## config.mk

```make
export PLATFORM = sky130hd
export DESIGN_NAME = multiport_register_file
export DESIGN_NICKNAME = d
export VERILOG_FILES = /design/src/rtl/regfile_pkg.sv /design/src/rtl/regfile_scoreboard.sv /design/src/rtl/multiport_register_file.sv
export SDC_FILE = /design/constraint.sdc
export NUM_CORES = 1
export LEC_CHECK = 0
export ABC_AREA = 1
export CELL_PAD_IN_SITES_DETAIL_PLACEMENT = 1
export CELL_PAD_IN_SITES_GLOBAL_PLACEMENT = 2
export CORE_MARGIN = 3
export CORE_UTILIZATION = 43
export DETAILED_ROUTE_END_ITERATION = 10
export DONT_BUFFER_PORTS = 1
export PLACE_DENSITY = 0.85
export SYNTH_ARGS = -nofsm -noshare
export SYNTH_HDL_FRONTEND = slang
export SYNTH_SLANG_ARGS = --single-unit
```

## constraint.sdc

```tcl
create_clock -name clk -period 5.64 [get_ports clk]
set_clock_uncertainty 0.05 [all_clocks]
set_input_delay 0 -clock clk [delete_from_list [all_inputs] [get_ports clk]]
set_output_delay 0 -clock clk [all_outputs]
set_load 0.005 [all_outputs]
```

## src/rtl/regfile_pkg.sv

```systemverilog
// Shared types and helpers for the multiport register file.
// Holds the sweep FSM state encoding, default sizes and the address-width helper.
package regfile_pkg;

  typedef enum logic {
    CLEAR = 1'b0,
    READY = 1'b1
  } regfile_state_e;

  localparam int DEFAULT_DATA_WIDTH = 32;
  localparam int DEFAULT_DEPTH      = 32;
  localparam int DEFAULT_NUM_READ   = 2;
  localparam int DEFAULT_ZERO_REG   = 1;

  // A depth of 2 still needs one address bit.
  function automatic int addr_width(input int depth);
    return (depth <= 2) ? 1 : $clog2(depth);
  endfunction

endpackage

```

## src/rtl/regfile_scoreboard.sv

```systemverilog
// Per-entry pending bits for hazard detection: reserve sets, write releases,
// reserve wins on a same-address collision. Lookups read 0 until the file is ready.
module regfile_scoreboard
  import regfile_pkg::*;
#(
  parameter int DEPTH      = DEFAULT_DEPTH,
  parameter int NUM_READ   = DEFAULT_NUM_READ,
  parameter int ZERO_REG   = DEFAULT_ZERO_REG,
  parameter int ADDR_WIDTH = addr_width(DEPTH)
) (
  input  logic                               clk,
  input  logic                               rst,
  input  logic                               ready,
  input  logic                               reserve_valid,
  input  logic [ADDR_WIDTH-1:0]              reserve_address,
  input  logic                               release_valid,
  input  logic [ADDR_WIDTH-1:0]              release_address,
  input  logic [NUM_READ-1:0][ADDR_WIDTH-1:0] read_address,
  output logic [NUM_READ-1:0]                read_pending
);

  logic [DEPTH-1:0] pending_reg;

  genvar gi;
  generate
    for (gi = 0; gi < DEPTH; gi++) begin : g_entry
      if (ZERO_REG != 0 && gi == 0) begin : g_zero
        assign pending_reg[gi] = 1'b0;
      end else begin : g_bit
        logic hit_reserve;
        logic hit_release;
        assign hit_reserve = reserve_valid && (reserve_address == ADDR_WIDTH'(gi));
        assign hit_release = release_valid && (release_address == ADDR_WIDTH'(gi));

        always_ff @(posedge clk) begin
          if (rst) begin
            pending_reg[gi] <= 1'b0;
          end else if (ready) begin
            // A new producer issuing outranks the old one completing.
            if (hit_reserve) begin
              pending_reg[gi] <= 1'b1;
            end else if (hit_release) begin
              pending_reg[gi] <= 1'b0;
            end
          end
        end
      end
    end

    for (gi = 0; gi < NUM_READ; gi++) begin : g_lookup
      assign read_pending[gi] = ready & pending_reg[read_address[gi]];
    end
  endgenerate

endmodule

```

## src/rtl/multiport_register_file.sv

```systemverilog
// Parametrised register file: NUM_READ combinational reads, one clocked write,
// post-reset clear sweep and pending scoreboard. Define REGFILE_WRITE_BYPASS_EN
// to forward a same-cycle write onto matching read ports.
module multiport_register_file
  import regfile_pkg::*;
#(
  parameter int DATA_WIDTH = DEFAULT_DATA_WIDTH,
  parameter int DEPTH      = DEFAULT_DEPTH,
  parameter int NUM_READ   = DEFAULT_NUM_READ,
  parameter int ZERO_REG   = DEFAULT_ZERO_REG,
  localparam int ADDR_WIDTH = addr_width(DEPTH)
) (
  input  logic                               clk,
  input  logic                               rst,
  input  logic [NUM_READ-1:0][ADDR_WIDTH-1:0] read_address,
  output logic [NUM_READ-1:0][DATA_WIDTH-1:0] read_data,
  output logic [NUM_READ-1:0]                read_pending,
  input  logic [ADDR_WIDTH-1:0]              write_address,
  input  logic [DATA_WIDTH-1:0]              write_data,
  input  logic                               write_enable,
  input  logic                               reserve_valid,
  input  logic [ADDR_WIDTH-1:0]              reserve_address,
  output logic                               init_done
);

  regfile_state_e        state_reg, state_next;
  logic [ADDR_WIDTH-1:0] index_reg, index_next;

  logic [DATA_WIDTH-1:0] mem [DEPTH];
  logic                  mem_we;
  logic [ADDR_WIDTH-1:0] mem_waddr;
  logic [DATA_WIDTH-1:0] mem_wdata;

  logic ready;
  logic write_ok;
  logic [NUM_READ-1:0] sb_pending;

  assign ready     = (state_reg == READY);
  assign init_done = ready;
  assign write_ok  = ready && write_enable &&
                     !(ZERO_REG != 0 && write_address == '0);

  always_ff @(posedge clk) begin
    if (rst) begin
      state_reg <= CLEAR;
      index_reg <= '0;
    end else begin
      state_reg <= state_next;
      index_reg <= index_next;
    end
  end

  always_comb begin
    state_next = state_reg;
    index_next = index_reg;
    if (state_reg == CLEAR) begin
      index_next = index_reg + ADDR_WIDTH'(1);
      if (index_reg == ADDR_WIDTH'(DEPTH - 1)) begin
        state_next = READY;
      end
    end
  end

  // The sweep and the write port share one memory write port.
  always_comb begin
    mem_we    = 1'b0;
    mem_waddr = write_address;
    mem_wdata = write_data;
    if (!rst) begin
      if (state_reg == CLEAR) begin
        mem_we    = 1'b1;
        mem_waddr = index_reg;
        mem_wdata = '0;
      end else if (write_ok) begin
        mem_we = 1'b1;
      end
    end
  end

  always_ff @(posedge clk) begin
    if (mem_we) begin
      mem[mem_waddr] <= mem_wdata;
    end
  end

  regfile_scoreboard #(
    .DEPTH      (DEPTH),
    .NUM_READ   (NUM_READ),
    .ZERO_REG   (ZERO_REG),
    .ADDR_WIDTH (ADDR_WIDTH)
  ) u_scoreboard (
    .clk             (clk),
    .rst             (rst),
    .ready           (ready),
    .reserve_valid   (reserve_valid),
    .reserve_address (reserve_address),
    .release_valid   (write_enable),
    .release_address (write_address),
    .read_address    (read_address),
    .read_pending    (sb_pending)
  );

  genvar gi;
  generate
    for (gi = 0; gi < NUM_READ; gi++) begin : g_read
      logic [DATA_WIDTH-1:0] port_data;
      logic                  zero_hit;
      assign zero_hit = (ZERO_REG != 0) && (read_address[gi] == '0);

`ifdef REGFILE_WRITE_BYPASS_EN
      logic fwd_hit;
      logic fwd_release;
      assign fwd_hit     = write_ok && (read_address[gi] == write_address);
      assign fwd_release = fwd_hit &&
                           !(reserve_valid && reserve_address == write_address);

      always_comb begin
        port_data = '0;
        if (ready && !zero_hit) begin
          port_data = fwd_hit ? write_data : mem[read_address[gi]];
        end
      end
      assign read_pending[gi] = sb_pending[gi] & ~fwd_release;
`else
      always_comb begin
        port_data = '0;
        if (ready && !zero_hit) begin
          port_data = mem[read_address[gi]];
        end
      end
      assign read_pending[gi] = sb_pending[gi];
`endif

      assign read_data[gi] = port_data;
    end
  endgenerate

endmodule
```

==> flow_summary_export.csv <==
group,metric,value,unit
layout,multiInputGateArea,20000,µm²
worst_hold_path,holdCritPathClass,"input pin to flip-flop",
worst_setup_path,reg2reg_setup_slack,1.60,ns
global_route,largest_net_degree_at_the_start_of_global_routing,575,
timing,rsz_0062_raised_after_global_routing,"no",
layout,postLayoutCellArea,59400,µm²
layout,finalNetCount,6174,
worst_setup_path,reg2reg_to,"mem[17][15]",
layout,area.growth.synth_to_final,10.17,%
clock_tree,post-cts-setup-buffers,0,
status,failed_checks,"slew limit",
clock_tree,cts_hold_repair.buffers,76,
synth,synthesis.instances,6271,
worst_hold_path,min-delay-start,"reserve_address[3]",
route,detail_route.wl_per_cell,27.94,µm
worst_hold_path,hold_end,"u_scoreboard.pending_reg[16]",
clock_tree,numCtsBuffers,117,
timing,finalCritPeriodShare,71.66,%
layout,largest_register_ffs,1024,
synth,post_synth_num_cell_types,30,
worst_setup_path,startpoint_type,"flip-flop",
global_route,globalRouteTotalUtil,33.22,%
clock_tree,worst_skew_pair.late_latency,0.73,ns
synth,postSynthNetCount,6329,
floorplanning,rows,129,
synth,post_synth_instance_area,53920,µm²
synth,ys_async_sr_fraction,0,%
worst_setup_path,worst-setup-path-type,"flip-flop to flip-flop",
floorplanning,die_h,360.1,µm
worst_setup_path,critical_path.slowest_cell,"nor2_4",
clock_tree,ctsRootBufferMaster,"clkbuf_16",
floorplanning,io_pins,123,
route,drt_wl_total,219600,µm
synth,synth_seq_cells,1061,
clock_tree,clkSinkCount,1061,
global_route,via_count_of_the_first_global_routing_pass,47990,
run,max-cap-violations,0,
worst_setup_path,worstPathArrival,4.42,ns
timing,timing_hold_violations_final,0,
worst_setup_path,ff2ff_path_depth,6,
place,postPlaceCellArea,54760,µm²
worst_setup_path,critPathRequiredTime,6.01,ns
global_route,total_overflow_reported_by_the_global_router,0,
synth,number_of_flops_mapped_to_enable_cells_by_yosys,1024,
timing,setup_viol,0,
clock_tree,cts_tree,"built",
worst_setup_path,cp_cell_sequence,"buf_4 -> o211ai_1 -> a21oi_1 -> nand2_1 -> nor2_4 -> buf_4",
clock_tree,postCtsResizedCells,0,
worst_setup_path,regToRegStartpoint,"init_done",
route,avgViaCountPerCell,6.031,
floorplanning,die_width,360.1,µm
pwr,power_density,305.8,nW/µm²
floorplanning,coreArea,124100,µm²
synth,synth_top_flop_cell,"edfxtp_1",
timing,worst_slew_pin_slew,1.856,ns
layout,drive_above_1_share,5.227,%
place,final_hpwl_from_detailed_placement,117800,µm
global_route,first_pass_grt_wire_length,322300,µm
worst_setup_path,worstSetupEndpointType,"flip-flop",
layout,sequential_cell_area,31490,µm²
timing,timing.slew.headroom,-23.76,%
floorplanning,fp.dieArea,129700,µm²
pwr,leakage,23.05,nW
timing,maxSlewViolCount,194,
place,gpl_congestion,0.8118,
synth,avgSynthCellArea,8.598,µm²
route,detailroute.via_count,47400,
clock_tree,path_clk_slew,0.06,ns
route,dr.pass1.iters,8,
layout,fillers,14370,
worst_setup_path,cp_common_cell,"buf_4",
floorplanning,floorplan.initialDensity,43.44,%
synth,ys_warnings,0,
clock_tree,cts_htree_levels,3,
pwr,power.ir.vdd_worst,0.0002568,V
clock_tree,cts_max_path_buffers,3,
worst_setup_path,crit_fanout,22,
synth,yosysSeqAreaShare,58.41,%
timing,period_minus_slack,4.042,ns
status,status,"finished with violations",
route,first_iter_violations,5310,
timing,setup_tns,0,ns
timing,maxClockFrequency,247.4,MHz
global_route,grt_antenna_before_repair,5,
route,drtAntennaViolNets,0,
worst_hold_path,whs_path_depth,4,
worst_setup_path,max_stage_delay,1.12,ns
place,port-buffer-count,0,
route,post-route-drc-count,0,
[placed cells by master (no fill, tap or decap), types with 37 or more instances in the layout]
| cell | synthesis | routed |
|---|---|---|
| nor2_1 | 167 | 119 |
| dlygate4sd3_1 | 0 | 75 |
| clkbuf_16 | 0 | 119 |
| edfxtp_1 | 1024 | 1024 |
| nand2_1 | 2859 | 2859 |
| a21oi_1 | 363 | 363 |
| inv_1 | 105 | 103 |
| buf_4 | 56 | 80 |
| nand3_1 | 1126 | 1126 |
| nor2_4 | 1 | 48 |
| o21ai_0 | 105 | 105 |
| dfxtp_1 | 37 | 37 |
[metal layers]
layer	share of wire, %	GRT usage, %	vias to the layer above	wire (µm)
met5	0	0	-	0
met4	3.2	10.79	0	6946
met3	8.0	4.664	414	17560
met2	47	54.66	2140	103900
met1	42	45.46	24040	91240
li1	-	-	20800	-
[worst max path at each step]
stage | start | endpoint | slack (ns) | depth (start not counted)
3_5_place_dp | init_done | mem[14][2] | 1.69 | 6
4_1_cts | init_done | mem[14][1] | 1.67 | 6
5_1_grt | init_done | mem[16][29] | 1.55 | 9
3_3_place_gp | init_done | mem[14][2] | 1.66 | 6
2_1_floorplan | init_done | mem[0][0] | 2.63 | 8
6_report | init_done | mem[17][15] | 1.60 | 6
[power by group]
| group | switching [mW] | total, mW | internal (mW) |
|---|---|---|---|
| clock | 3.33 | 7.86 | 4.53 |
| sequential | 0.0362 | 8.76 | 8.73 |
| combinational | 1.13 | 1.55 | 0.414 |
| total | 4.49 | 18.2 | 13.7 |
[synthesized netlist by cell type (4+ instances only)]
cell	n	share of area, %
buf_6	29	0.61
edfxtp_1	1024	57
buf_1	40	0.28
nand2_1	2859	20
clkbuf_1	68	0.47
inv_2	6	0.042
inv_1	105	0.73
nor2_1	167	1.2
o21ai_0	105	0.97
nand3_1	1126	10
buf_2	244	2.3
a21oi_1	363	3.4
o21ai_1	17	0.16
nor3_1	4	0.037
buf_4	56	0.78
dfxtp_1	37	1.4
[critical path: cells and delay by family (launching register included)]
| kind | cells | cell delay (ns) |
|---|---|---|
| and+or+nand+nor | 2 | 1.82 |
| DFF | 1 | 0.38 |
| buffers and inverters | 2 | 0.68 |
| AOI/OAI and AO/OA | 2 | 0.79 |
[layout make-up]
| class | instances | area share [%] |
|---|---|---|
| sequential | 1061 | 53.01 |
| multi-input combinational | 4660 | 33.67 |
| clock buffer | 138 | 5.133 |
| tap | 1637 | 3.448 |
| timing repair buffer | 163 | 2.544 |
| clock inverter | 83 | 1.361 |
| inverter | 113 | 0.8088 |
| antenna | 4 | 0.01685 |
[through the flow]
| step | hold WS [ns] | setup WS [ns] | power, mW | std cells | utilization [%] |
|---|---|---|---|---|---|
| after floorplan | 0.1512 | 2.629 | 10.03 | 6271 | - |
| after global placement | 0.02542 | 1.656 | 10.37 | 7558 | 44.12 |
| after detailed placement | 0.02723 | 1.686 | 10.40 | 7558 | 44.12 |
| after CTS | 0.02428 | 1.670 | 18.21 | 7855 | 47.85 |
| after global routing | 0.1123 | 1.551 | 18.67 | 7857 | 47.85 |
| final | 0.1036 | 1.598 | 18.17 | 7859 | 47.86 |
[cell families (layout without fill, tap and decap cells)]
logic type               Yosys count  after routing  synth area share, %
other                              0              4                    0
adder cells (fa/ha/maj)            2              2              0.04641
flip-flops                      1061           1061                58.41
XOR/XNOR                           1              1              0.01625
AND/OR/NAND/NOR                 4165           4165                31.70
buffers and inverters            550            497                5.194
AO/OA/AOI/OAI                    492            492                4.637
Note: power is estimated with default switching activity, not from simulation.
